## src/rtl/wdg_reset_ctrl.sv

```systemverilog
// Reset/interrupt controller behind WWDG/IWDG: stretched sys_rst, sticky cause flags, EWI irq, keyed SW reset.
// Optional macro WDG_RST_SYNC_EN adds a 2-flop synchronizer on iwdg_rst.
`timescale 1ns/1ps
module wdg_reset_ctrl #(
    parameter int          DAT_SIZE  = 10,
    parameter int          RST_PULSE = 16,
    parameter logic [31:0] BASE_ADR  = 32'h0110_0100,
    parameter logic [31:0] CSR_ADR   = BASE_ADR + 32'h0,
    parameter logic [31:0] IRQ_ADR   = BASE_ADR + 32'h4,
    parameter logic [31:0] SWR_ADR   = BASE_ADR + 32'h8
) (
    input  logic                clk,
    input  logic                rst,
    input  logic [DAT_SIZE-1:0] dat_m2s,
    input  logic [31:0]         adr_m2s,
    input  logic                cyc_m2s,
    input  logic                we_m2s,
    input  logic                stb_m2s,
    output logic [DAT_SIZE-1:0] dat_s2m,
    output logic                ack_s2m,
    input  logic                wwdg_rst,
    input  logic                iwdg_rst,
    input  logic                wwdg_ewi,
    output logic                sys_rst,
    output logic                irq
);
    localparam int               CNT_W    = $clog2(RST_PULSE + 1);
    localparam logic [CNT_W-1:0] CNT_LOAD = CNT_W'(RST_PULSE);

    logic [CNT_W-1:0]    cnt;
    logic [3:0]          flags;
    logic                ewif, ewie, ewi_prev, sw_req;
    logic                iwdg_src;
    logic                access, wr, sel_csr, sel_irq, sel_swr;
    logic                src_any, ewi_rise;
    logic [DAT_SIZE-1:0] rd_data;
    logic                unused_dat_hi;

`ifdef WDG_RST_SYNC_EN
    logic iwdg_sync_p0, iwdg_sync_p1;

    // iwdg_rst comes from another clock domain: two-stage synchronizer
    always_ff @(posedge clk) begin
        if (rst) begin
            iwdg_sync_p0 <= 1'b0;
            iwdg_sync_p1 <= 1'b0;
        end else begin
            iwdg_sync_p0 <= iwdg_rst;
            iwdg_sync_p1 <= iwdg_sync_p0;
        end
    end
    assign iwdg_src = iwdg_sync_p1;
`else
    assign iwdg_src = iwdg_rst;
`endif

    assign unused_dat_hi = ^dat_m2s[DAT_SIZE-1:8];

    assign access   = cyc_m2s & stb_m2s & ~ack_s2m;
    assign wr       = access & we_m2s;
    assign sel_csr  = (adr_m2s == CSR_ADR);
    assign sel_irq  = (adr_m2s == IRQ_ADR);
    assign sel_swr  = (adr_m2s == SWR_ADR);
    assign src_any  = wwdg_rst | iwdg_src | sw_req;
    assign ewi_rise = wwdg_ewi & ~ewi_prev;
    assign sys_rst  = (cnt != '0);

    always_comb begin
        rd_data = '0;
        if (sel_csr)
            rd_data[3:0] = flags;
        else if (sel_irq)
            rd_data[1:0] = {ewie, ewif};
    end

    always_ff @(posedge clk) begin
        if (rst) begin
            ack_s2m  <= 1'b0;
            dat_s2m  <= '0;
            irq      <= 1'b0;
            ewif     <= 1'b0;
            ewie     <= 1'b0;
            ewi_prev <= 1'b0;
            sw_req   <= 1'b0;
            flags    <= 4'b1000;
            cnt      <= CNT_LOAD;
        end else begin
            ack_s2m  <= access;
            dat_s2m  <= (access & ~we_m2s) ? rd_data : '0;
            ewi_prev <= wwdg_ewi;
            sw_req   <= wr & sel_swr & (dat_m2s[7:0] == 8'hA5);
            irq      <= ewif & ewie;
            // RMVF clears first, so a source in the same cycle still leaves its flag set
            flags    <= ((wr & sel_csr & dat_m2s[7]) ? 4'b0000 : flags)
                        | {1'b0, sw_req, iwdg_src, wwdg_rst};
            if (src_any)
                cnt <= CNT_LOAD;
            else if (sys_rst)
                cnt <= cnt - CNT_W'(1);
            if (sys_rst) begin
                ewif <= 1'b0;
                ewie <= 1'b0;
            end else begin
                if (ewi_rise)
                    ewif <= 1'b1;
                else if (wr & sel_irq & dat_m2s[0])
                    ewif <= 1'b0;
                if (wr & sel_irq)
                    ewie <= dat_m2s[1];
            end
        end
    end
endmodule

```

## config.mk

```make
export PLATFORM = sky130hd
export DESIGN_NAME = wdg_reset_ctrl
export DESIGN_NICKNAME = d
export VERILOG_FILES = /design/src/rtl/wdg_reset_ctrl.sv
export SDC_FILE = /design/constraint.sdc
export NUM_CORES = 1
export LEC_CHECK = 0
export ABC_CLOCK_PERIOD_IN_PS = 2400
export CAP_MARGIN = 40
export CORE_MARGIN = 3
export CORE_UTILIZATION = 41
export CTS_BUF_LIST = sky130_fd_sc_hd__clkbuf_4 sky130_fd_sc_hd__clkbuf_8
export CTS_CLUSTER_DIAMETER = 80
export DETAILED_ROUTE_END_ITERATION = 10
export PLACE_DENSITY_LB_ADDON = 0.05
export SLEW_MARGIN = 20
export SYNTH_ARGS = -nofsm -noshare
export SYNTH_HDL_FRONTEND = slang
export SYNTH_SLANG_ARGS = --single-unit
```

## constraint.sdc

```tcl
create_clock -name clk -period 2.4 [get_ports clk]
set_input_delay 0.48 -clock clk [delete_from_list [all_inputs] [get_ports clk]]
set_output_delay 0.48 -clock clk [all_outputs]
set_load 0.005 [all_outputs]
```

# Word level (Yosys, flattened, before mapping)
# Index checks and enable logic that the tools add are counted.
# Widths: inputs -> output; s select.
# word_totals
regBits	25
out_inout_bits	13
wordCells	47
# classes
n_addsub	1
n_eq_ne	4
mux	5
bitwise_logic	20
n_reduce_logical	6
# op_table
cell	count
$eq 32x25->1 const B	3
$and 1x1->1	12
$eq 8x8->1 const B	1
$reduce_or 2->1	3
$not 1->1	5
$reduce_bool 5->1	1
$sub 5x1->5 const B	1
$mux 2	2
$mux 4	1
$or 4x3->4	1
$reduce_or 3->1	1
$mux 1	2
$or 1x1->1	2
$reduce_bool 2->1	1

# Logic depth before layout (Yosys ltp)
# Gate-level depths: netlist of the first run.
# logic_depth
depth_word	7
mapped_depth	5

# Worst setup path after synthesis of the first run
# Ideal clock, no wire load.
# synth_timing
path_kind	input -> register
from	input port adr_m2s[2]
to	register flags[0]
setup_time_ns	0.122
arrival_time_ns	1.391
setup_slack_ns	0.887
path_stages	5
path_buffers	1
path_cell_list	buf_2 > nand3b_1 > or3_1 > o31ai_1 > a21oi_1
# synth_between
elab_chain_len	5
# synth_rtl
element	line	source
from (decl)	15	input logic [31:0] adr_m2s,
$eq 32x25->1	61	assign sel_csr = (adr_m2s == CSR_ADR);
$and 1x1->1 (2 in series)	94	flags <= ((wr & sel_csr & dat_m2s[7]) ? 4'b0000 : flags)
$mux 4	94	
$or 4x3->4	95	| {1'b0, sw_req, iwdg_src, wwdg_rst};
to (signal assigned)	94	
to (decl)	31	logic [3:0] flags;
# Every way passes these cells.
# A chain may end at the register's enable or synchronous reset.

# Worst setup path in the final report of the first run
# layout_timing
from	register cnt[0]
to	output port sys_rst
# layout_between
elab_chain_len	1
# layout_rtl
element	line	source
from (decl)	30	logic [CNT_W-1:0] cnt;
from (signal assigned)	99	cnt <= cnt - CNT_W'(1);
$reduce_bool 5->1	66	assign sys_rst = (cnt != '0);
to (decl)	24	output logic sys_rst,
# Every way passes these cells.

==> metrics.log, run 1 <==
[metrics] drt first pass iters: 5
[metrics] main area contributors after synthesis: dfxtp_1 (37%), nor4b_4 (4.7%), buf_4 (4.4%), nor4_4 (4.2%), nor4_2 (3.7%)
[metrics] type of element capturing the critical path: primary output
[metrics] switching power of the nets: 0.0001514 W
[metrics] met1 capacity usage during global routing: 0.1848
[metrics] worst min-delay path category: reg -> reg
[metrics] initial core utilization: 0.4469
[metrics] met2 global-route usage: 0.3108
[metrics] total negative setup slack: 0 ns
[metrics] overall fraction of global-route tracks in use: 0.1728
[metrics] Worst-path clk slew: 0.10 ns
[metrics] core utilization of the finished layout: 0.7009
[metrics] VDD IR max: 0.2420 mV
[metrics] share of the yosys chip area belonging to registers: 0.3739
[metrics] final antenna diode count: 0
[metrics] number of setup violations in the final report: 0
[metrics] clock share of power: 0.270
[metrics] Hold Vio Cnt, Final: 0
[metrics] leading area contributor after synthesis: dfxtp_1
[metrics] gpl congestion: 0.7739
[metrics] share of total power in sequential cells: 0.508
[metrics] Internal: 0.0004952 W
[metrics] number of synthesized register bits: 19
[metrics] routed vias: 992
[metrics] max-slew violation count: 0
[metrics] most frequent cells in the layout: clkdlybuf4s50_1 (54), dfxtp_1 (19), nor2_1 (8)
[metrics] RSZ-0062 raised after global routing: no
[metrics] fraction of the cycle the final worst path needs: 0.9252
[metrics] Yosys top cell area share: 0.3739
[metrics] maximum number of pins on one net before global-route repair: 11
[metrics] CP Launch Type: flop
[metrics] die area: 3115 µm²
[metrics] pwr/cell area: 405.3 nW/µm²
[metrics] total power consumption of the routed design: 0.0006465 W
[metrics] count of pins on the block boundary: 63
[metrics] relative contribution of combinational cells to total power: 0.222
[metrics] Gates resized, CTS repair: 0
[metrics] post-DR vias/cell: 5.305
[metrics] synthesis-to-finish area growth: 56.83%
[metrics] Crit Path Class: reg -> out
[metrics] Die Width: 55.81 µm
[metrics] combined area of all synthesized cells: 1017 µm²
[metrics] H-tree levels: 1
[metrics] run status: finished clean
[metrics] sum of routed wire length over all layers: 2.486 mm
[metrics] highest clock frequency the design can meet: 0.4504 GHz
[metrics] cell leakage power: 0.5839 nW
[metrics] final routed wire length divided by cell count: 13.29 µm
[metrics] setup fix buffers added after clock tree synthesis: 0
[metrics] root buffer selected by CTS: clkbuf_4
[metrics] number of standard cells after synthesis: 102
[metrics] met3 routing resource usage after global routing: 0.03480
[metrics] leading cell type in the layout, fill and taps excluded: clkdlybuf4s50_1
[metrics] post-route DRC violation count: 0
[metrics] standard cell core area: 2276 µm²
[metrics] Die Span Y: 55.81 µm
[metrics] first-pass GRT wire length: 4.305 mm
[metrics] Clock Skews: 0.003667 ns
[metrics] TritonCTS clock tree: built
[metrics] vias in the first global route: 1,069
[metrics] switching power as a share of total power: 0.2341
[metrics] clock buffers created by TritonCTS: 3
[metrics] count of port buffers added during placement: 54
[metrics] largest buffer count on any clock path: 2
[metrics] net count of the finished layout: 212
[metrics] max_cap viols: 0
[metrics] Crit Path Max Fanout: 6
[metrics] minimum clock period after layout: 2.220 ns
[metrics] post-detailed-route count of antenna-violating nets: 0
[metrics] WP data required: 1.92 ns
[metrics] share of final-layout standard cells stronger than drive strength 1: 0.1132
[metrics] GRT Residual Overflow: 0
[metrics] Netlist cell types: 38
[metrics] DR iter-0 viols: 16
[metrics] Worst Path Arrival: 1.74 ns
[metrics] Clock Sink Count: 19
[metrics] antenna violations before repair: 0
[metrics] FP Rows: 17
[metrics] most used routing layer: met2
[metrics] detailed placer's ending HPWL: 2.180 mm
[metrics] average instance area after synthesis: 9.973 µm²
[metrics] clock latency on the worst-skew pair: 0.30 ns
[metrics] synthesis warning total: 0
[metrics] hold_buf cts: 0
-- final timing paths --
path	from	to	slack (ns)	depth (start not counted)
setup / recovery	cnt[0]	sys_rst	0.18	4
hold / removal	flags[3]	dat_s2m[3]	0.47	2
setup reg to reg	ack_s2m	flags[0]	0.92	4
hold reg to reg	flags[3]	dat_s2m[3]	0.47	2
-- area by class of cell --
cell class                      instances  area, µm²
Clock buffer                            4      30.03
Fill cell                             178      680.7
Multi-Input combinational cell         74      571.8
Timing Repair Buffer                   56      555.5
Tap cell                               28      35.03
Inverter                                6      22.52
Sequential cell                        19      380.4
-- registers in the layout, indices dropped and copies added, names as in the netlist --
signal    flops
cnt           5
flags         4
ewif          1
ewi_prev      1
ewie          1
sw_req        1
irq           1
dat_s2m       4
ack_s2m       1
-- worst max-delay path, stage by stage (launching register included) --
cell             delay, ns
dfxtp_1               0.39
inv_1                 0.08
ha_1                  0.21
nand3b_1              0.22
clkdlybuf4s50_1       0.55
-- per-layer routing --
metal / up-vias / wire [µm]
li1: 479 / -
met1: 447 / 919
met2: 55 / 1273
met3: 11 / 208
met4: 0 / 85
met5: - / 0
-- cell usage after synthesis, drive strengths merged --
master	count
inv	6
o41ai	2
nand4	3
nand2b	1
or4	2
ha	2
or4bb	1
or2b	1
o31ai	3
nor4	8
nand4bb	1
xnor2	3
nor2	8
a211oi	1
mux2i	2
o21bai	1
buf	8
nor2b	1
nor3	6
nand4b	1
conb	1
dfxtp	19
nor4b	2
nand2	4
a211o	1
a21oi	4
nand3b	4
or2	1
and4	3
and2b	1
or3	1
-- through the flow --
stage / hold WS [ns] / instance area, µm² / setup slack (ns) / std cells
5_1_grt: 0.4721 / 1595 / 0.06057 / 187
4_1_cts: 0.4673 / 1595 / 0.1581 / 187
2_1_floorplan: 0.4224 / 1036 / 0.8870 / 107
3_3_place_gp: 0.4440 / 1565 / 0.3155 / 183
6_report: 0.4687 / 1595 / 0.1796 / 187
3_5_place_dp: 0.4497 / 1565 / 0.2668 / 183
-- kinds of logic (layout without fill, tap and decap cells) --
group,Yosys count,count (layout),synth area share
flip-flops,19,19,0.3739
other,1,6,0.003686
AND/OR/NAND/NOR,49,49,0.3875
adder cells (fa/ha/maj),2,2,0.02460
XOR/XNOR,3,3,0.02583
buffers and inverters,14,66,0.08240
multiplexers,2,2,0.01968
AO/OA/AOI/OAI,12,12,0.08242
-- power by group through the flow --
stage,Sequential (W),Combinational (W),Clock (W)
floorplan,0.000334,0.0000527,0
global placement,0.000335,0.000139,0
detailed placement,0.000335,0.000144,0
CTS,0.000328,0.000144,0.000176
global route,0.000329,0.000157,0.000190
finish,0.000329,0.000144,0.000174
(Power assumes the default switching activity.)
==> inputs of run 2 (changes only) <==
--- a/config.mk
+++ b/config.mk
@@ -7,6 +7,7 @@
 export LEC_CHECK = 0
 export ABC_CLOCK_PERIOD_IN_PS = 2400
 export CAP_MARGIN = 40
+export CORE_ASPECT_RATIO = 1.5
 export CORE_MARGIN = 3
 export CORE_UTILIZATION = 41
 export CTS_BUF_LIST = sky130_fd_sc_hd__clkbuf_4 sky130_fd_sc_hd__clkbuf_8
==> run 2 against run 1 <==
Global-route usage down 0.098 points. Sequential share of layout area up 0.13 points. Utilization is 0.69 points lower. Clock power fell by 9%. Die area increased by 0.40%. Sequential power hardly changed.
==> metrics.log, run 2 (synthesized netlist as in run 1, its figures left out) <==
[metrics] detailed placer's ending HPWL: 2.066 mm
[metrics] pwr/cell area: 396.7 nW/µm²
[metrics] synthesis-to-finish area growth: 55.97%
[metrics] Reg with most FFs: cnt
[metrics] registers with the highest flip-flop counts: cnt x5, dat_s2m x4, flags x4
[metrics] RSZ-0062 raised after global routing: no
[metrics] switching power of the nets: 0.0001484 W
[metrics] type of element capturing the critical path: primary output
[metrics] Worst Path Arrival: 1.74 ns
[metrics] setup fix buffers added after clock tree synthesis: 0
[metrics] share of final-layout standard cells stronger than drive strength 1: 0.1132
[metrics] root buffer selected by CTS: clkbuf_4
[metrics] number of setup violations in the final report: 0
[metrics] hold_buf cts: 0
[metrics] share of total power in sequential cells: 0.522
[metrics] count of port buffers added during placement: 54
[metrics] first-pass GRT wire length: 3.960 mm
[metrics] max_cap viols: 0
[metrics] minimum clock period after layout: 2.217 ns
[metrics] vias in the first global route: 1,012
[metrics] largest buffer count on any clock path: 2
[metrics] Crit Path Class: reg -> out
[metrics] Clock Skews: 0.007945 ns
[metrics] Hold Vio Cnt, Final: 0
[metrics] post-detailed-route count of antenna-violating nets: 0
[metrics] net count of the finished layout: 212
[metrics] CP Launch Type: flop
[metrics] final routed wire length divided by cell count: 12.97 µm
[metrics] gpl congestion: 0.7284
[metrics] Die Width: 46.67 µm
[metrics] overall fraction of global-route tracks in use: 0.1719
[metrics] clock buffers created by TritonCTS: 3
[metrics] Internal: 0.0004810 W
[metrics] count of pins on the block boundary: 63
[metrics] max-slew violation count: 0
[metrics] final antenna diode count: 0
[metrics] antenna violations before repair: 0
[metrics] leading cell type in the layout, fill and taps excluded: clkdlybuf4s50_1
[metrics] worst min-delay path category: reg -> reg
[metrics] total power consumption of the routed design: 0.0006294 W
[metrics] VDD IR max: 0.2238 mV
[metrics] Worst-path clk slew: 0.11 ns
[metrics] relative contribution of combinational cells to total power: 0.227
[metrics] standard cell core area: 2286 µm²
[metrics] post-route DRC violation count: 0
[metrics] clock share of power: 0.251
[metrics] clock latency on the worst-skew pair: 0.30 ns
[metrics] routed vias: 972
[metrics] DR iter-0 viols: 19
[metrics] initial core utilization: 0.4450
[metrics] FP Rows: 21
[metrics] placement-stage worst setup slack: 0.3194 ns
[metrics] die area: 3127 µm²
[metrics] switching power as a share of total power: 0.2358
[metrics] highest clock frequency the design can meet: 0.4510 GHz
[metrics] total negative setup slack: 0 ns
[metrics] cell leakage power: 0.5832 nW
[metrics] fraction of the cycle the final worst path needs: 0.9238
[metrics] WP data required: 1.92 ns
[metrics] most frequent cells in the layout: clkdlybuf4s50_1 (54), dfxtp_1 (19), nor2_1 (8)
[metrics] post-DR vias/cell: 5.341
[metrics] H-tree levels: 1
[metrics] maximum number of pins on one net before global-route repair: 12
[metrics] Clock Sink Count: 19
[metrics] sum of routed wire length over all layers: 2.360 mm
[metrics] Final Worst Setup Slack: 0.1828 ns
[metrics] TritonCTS clock tree: built
[metrics] run status: finished clean
[metrics] GRT Residual Overflow: 0
[metrics] Gates resized, CTS repair: 0
[metrics] drt first pass iters: 5
[metrics] Fill cells: 197
[metrics] Crit Path Max Fanout: 6
[metrics] number of flip-flops under the largest register name: 5
[metrics] Die Span Y: 67.01 µm
## run 2: changes by cell type in the layout (fill, tap and decap cells not counted)
cell,previous run,this run
clkinv_2,0,1
clkbuf_4,4,3
## run 2: area by class of cell
| type | count | area, µm² | area share |
|---|---|---|---|
| Clock buffer | 3 | 22.52 | 0.01420 |
| Tap cell | 23 | 28.78 | 0.01814 |
| Sequential cell | 19 | 380.4 | 0.2397 |
| Clock inverter | 1 | 5.005 | 0.003155 |
| Inverter | 6 | 22.52 | 0.01420 |
| Multi-Input combinational cell | 74 | 571.8 | 0.3604 |
| Timing Repair Buffer | 56 | 555.5 | 0.3502 |
## run 2: per-stage QoR
step           instance area (µm²)  std cells  utilization  hold slack, ns
6_report                      1587        182       0.6940          0.4590
5_1_grt                       1587        182       0.6940          0.5008
4_1_cts                       1587        182       0.6940          0.4645
3_5_place_dp                  1559        178       0.6820          0.4503
3_3_place_gp                  1559        178       0.6820          0.4386
2_1_floorplan                 1036        107            -          0.4224
## run 2: layer usage
layer / global-route usage / wire length (µm) / vias to the layer above
met5: 0 / 0 / -
met4: 0.07612 / 42 / 0
met3: 0.05405 / 225 / 5
met2: 0.3034 / 1268 / 45
met1: 0.1762 / 824 / 441
li1: - / - / 481
## run 2: worst paths after layout
| path | from | to | slack [ns] | depth (start not counted) |
|---|---|---|---|---|
| worst max-delay path | cnt[0] | sys_rst | 0.18 | 4 |
| worst min-delay path | flags[3] | dat_s2m[3] | 0.46 | 2 |
| worst max register to register | ack_s2m | flags[2] | 0.90 | 4 |
| worst min register to register | flags[3] | dat_s2m[3] | 0.46 | 2 |
## run 2: critical path, stage by stage, from the launching register on
cell	delay [ns]
dfxtp_1	0.38
inv_1	0.08
ha_1	0.22
nand3b_1	0.22
clkdlybuf4s50_1	0.55
## run 2: power groups by stage
stage,logic [W],registers (W),clock network [W]
floorplan,0.0000527,0.000334,0
global placement,0.000140,0.000335,0
detailed placement,0.000143,0.000336,0
CTS,0.000144,0.000328,0.000165
global route,0.000155,0.000329,0.000174
finish,0.000143,0.000329,0.000158
==> inputs of run 3 (changes only) <==
--- a/config.mk
+++ b/config.mk
@@ -14,6 +14,7 @@
 export CTS_CLUSTER_DIAMETER = 80
 export DETAILED_ROUTE_END_ITERATION = 10
 export PLACE_DENSITY_LB_ADDON = 0.05
+export SETUP_SLACK_MARGIN = 0.4
 export SLEW_MARGIN = 20
 export SYNTH_ARGS = -nofsm -noshare
 export SYNTH_HDL_FRONTEND = slang
==> run 3 against run 2 <==
Die area is the same. Power is 0.12% higher. Utilization is 0.33 points higher. First-iteration DRC count is the same. Clock power is essentially flat. Hold slack did not move. Sequential power hardly changed. Design area rose by 0.47%. Global-route usage did not move. Largest cell class unchanged.
==> metrics.log, run 3 (synthesized netlist as in run 1, its figures left out) <==
[metrics] Reg with most FFs: cnt
[metrics] Hold Vio Cnt, Final: 0
[metrics] first-pass GRT wire length: 3.960 mm
[metrics] switching power as a share of total power: 0.2358
[metrics] list of cells traversed by the critical path: clkdlybuf4s50_1, nor4_2, nand4_1, o41ai_1, a21oi_1
[metrics] total negative setup slack: 0 ns
[metrics] placement-stage worst setup slack: 0.3194 ns
[metrics] worst min-delay path category: reg -> reg
[metrics] root buffer selected by CTS: clkbuf_4
[metrics] Clock Sink Count: 19
[metrics] clock buffers created by TritonCTS: 3
[metrics] post-DR vias/cell: 5.344
[metrics] gpl congestion: 0.7284
[metrics] relative contribution of combinational cells to total power: 0.228
[metrics] WP data required: 2.59 ns
[metrics] Crit path largest cell delay: 0.41 ns
[metrics] Hold Crit Start: flags[3]
[metrics] antenna violations before repair: 0
[metrics] count of port buffers added during placement: 54
[metrics] total area of sequential cells: 381.6 µm²
[metrics] registers with the highest flip-flop counts: cnt x5, dat_s2m x4, flags x4
[metrics] vias in the first global route: 1,016
[metrics] post-detailed-route count of antenna-violating nets: 0
[metrics] GRT Residual Overflow: 0
[metrics] Internal: 0.0004816 W
[metrics] Crit Path Class: in -> reg
[metrics] switching power of the nets: 0.0001486 W
[metrics] type of element capturing the critical path: flop
[metrics] Fill cells: 195
[metrics] final routed wire length divided by cell count: 12.91 µm
[metrics] max_cap viols: 0
[metrics] H-tree levels: 1
[metrics] minimum clock period after layout: 1.762 ns
[metrics] pwr/cell area: 395.3 nW/µm²
[metrics] share of total power in sequential cells: 0.522
[metrics] count of pins on the block boundary: 63
[metrics] share of final-layout standard cells stronger than drive strength 1: 0.1250
[metrics] routed vias: 978
[metrics] number of setup violations in the final report: 0
[metrics] worst hold endpoint: dat_s2m[3]
[metrics] synthesis-to-finish area growth: 56.70%
[metrics] most frequent cells in the layout: clkdlybuf4s50_1 (53), dfxtp_1 (18), nor2_1 (8)
[metrics] clock latency on the worst-skew pair: 0.30 ns
[metrics] Worst-path clk slew: 0.11 ns
[metrics] detailed placer's ending HPWL: 2.066 mm
[metrics] overall fraction of global-route tracks in use: 0.1719
[metrics] FP Rows: 21
[metrics] net count of the finished layout: 213
[metrics] Die Span Y: 67.01 µm
[metrics] largest buffer count on any clock path: 2
[metrics] die area: 3127 µm²
[metrics] Slowest-stage cell, CP: clkdlybuf4s50_1
[metrics] drt first pass iters: 5
[metrics] DR iter-0 viols: 19
[metrics] clock share of power: 0.251
[metrics] maximum number of pins on one net before global-route repair: 12
[metrics] worst setup slack for register-to-register paths: 0.90 ns
[metrics] initial core utilization: 0.4450
[metrics] run status: finished clean
[metrics] number of flip-flops under the largest register name: 5
[metrics] post-route DRC violation count: 0
[metrics] Worst Reg-to-Reg Cells: 4
[metrics] worst reg2reg path endpoint: flags[2]
[metrics] cell depth of the worst hold path: 2
[metrics] standard cell core area: 2286 µm²
[metrics] TritonCTS clock tree: built
[metrics] Final Worst Setup Slack: 0.6378 ns
[metrics] RR Startpoint: ack_s2m
[metrics] RSZ-0062 raised after global routing: no
[metrics] cell leakage power: 0.5861 nW
[metrics] Die Width: 46.67 µm
[metrics] multi-input combinational cell area: 571.8 µm²
[metrics] Crit Path Max Fanout: 5
[metrics] final antenna diode count: 0
[metrics] highest clock frequency the design can meet: 0.5675 GHz
[metrics] Worst Path Arrival: 1.95 ns
[metrics] VDD IR max: 0.2238 mV
[metrics] leading cell type in the layout, fill and taps excluded: clkdlybuf4s50_1
[metrics] max-slew violation count: 0
[metrics] Clock Skews: 0.007981 ns
[metrics] hold_buf cts: 0
[metrics] CP Launch Type: primary input
[metrics] fraction of the cycle the final worst path needs: 0.7343
[metrics] sum of routed wire length over all layers: 2.362 mm
[run 3: timing repair]
action	4_1_cts	5_1_grt
setup endpoints to repair	1	0
resized for setup	2	0
setup buffers	1	0
hold endpoints to repair	0	0
[run 3: per-layer routing]
layer / up-vias / track usage / part of all wire
met2: 45 / 0.3052 / 0.54
met1: 445 / 0.1746 / 0.35
met3: 5 / 0.05405 / 0.095
li1: 483 / - / -
met4: 0 / 0.07612 / 0.018
met5: - / 0 / 0
[run 3: layout make-up]
| cell class | instances | share of cell area |
|---|---|---|
| multi-input combinational | 74 | 0.3587 |
| timing repair buffer | 57 | 0.3524 |
| sequential | 19 | 0.2394 |
| tap | 23 | 0.01805 |
| clock buffer | 3 | 0.01413 |
| inverter | 6 | 0.01413 |
| clock inverter | 1 | 0.003140 |
[run 3: how the worst max path moves through the flow]
stage                          end       start  slack [ns]  cells past startpoint
after detailed placement      ewif  adr_m2s[0]        0.32                      5
after global routing      flags[2]  adr_m2s[0]        0.48                      5
after floorplan           flags[0]  adr_m2s[2]        0.89                      5
after global placement        ewif  adr_m2s[0]        0.33                      5
final                         ewif  adr_m2s[0]        0.64                      5
after CTS                     ewif  adr_m2s[0]        0.63                      5
[run 3: worst max-delay path: cells and delay by family]
family / cells / cell delay, ns
buffers and inverters: 1 / 0.41
and+or+nand+nor: 2 / 0.58
AOI/OAI and AO/OA: 2 / 0.49
[run 3: power by group through the flow]
stage	clock (W)	sequential [W]	combinational [W]
floorplan	0	0.000334	0.0000527
global placement	0	0.000335	0.000140
detailed placement	0	0.000336	0.000143
CTS	0.000165	0.000328	0.000144
global route	0.000174	0.000329	0.000156
finish	0.000158	0.000329	0.000143
[run 3: per-stage QoR]
step / hold slack, ns / utilization / instances / power (W) / instance area [µm²]
4_1_cts: 0.4645 / 0.6973 / 183 / 0.0006375 / 1594
6_report: 0.4590 / 0.6973 / 183 / 0.0006302 / 1594
2_1_floorplan: 0.4224 / - / 107 / 0.0003870 / 1036
3_5_place_dp: 0.4503 / 0.6820 / 178 / 0.0004789 / 1559
5_1_grt: 0.5008 / 0.6973 / 183 / 0.0006586 / 1594
3_3_place_gp: 0.4386 / 0.6820 / 178 / 0.0004747 / 1559
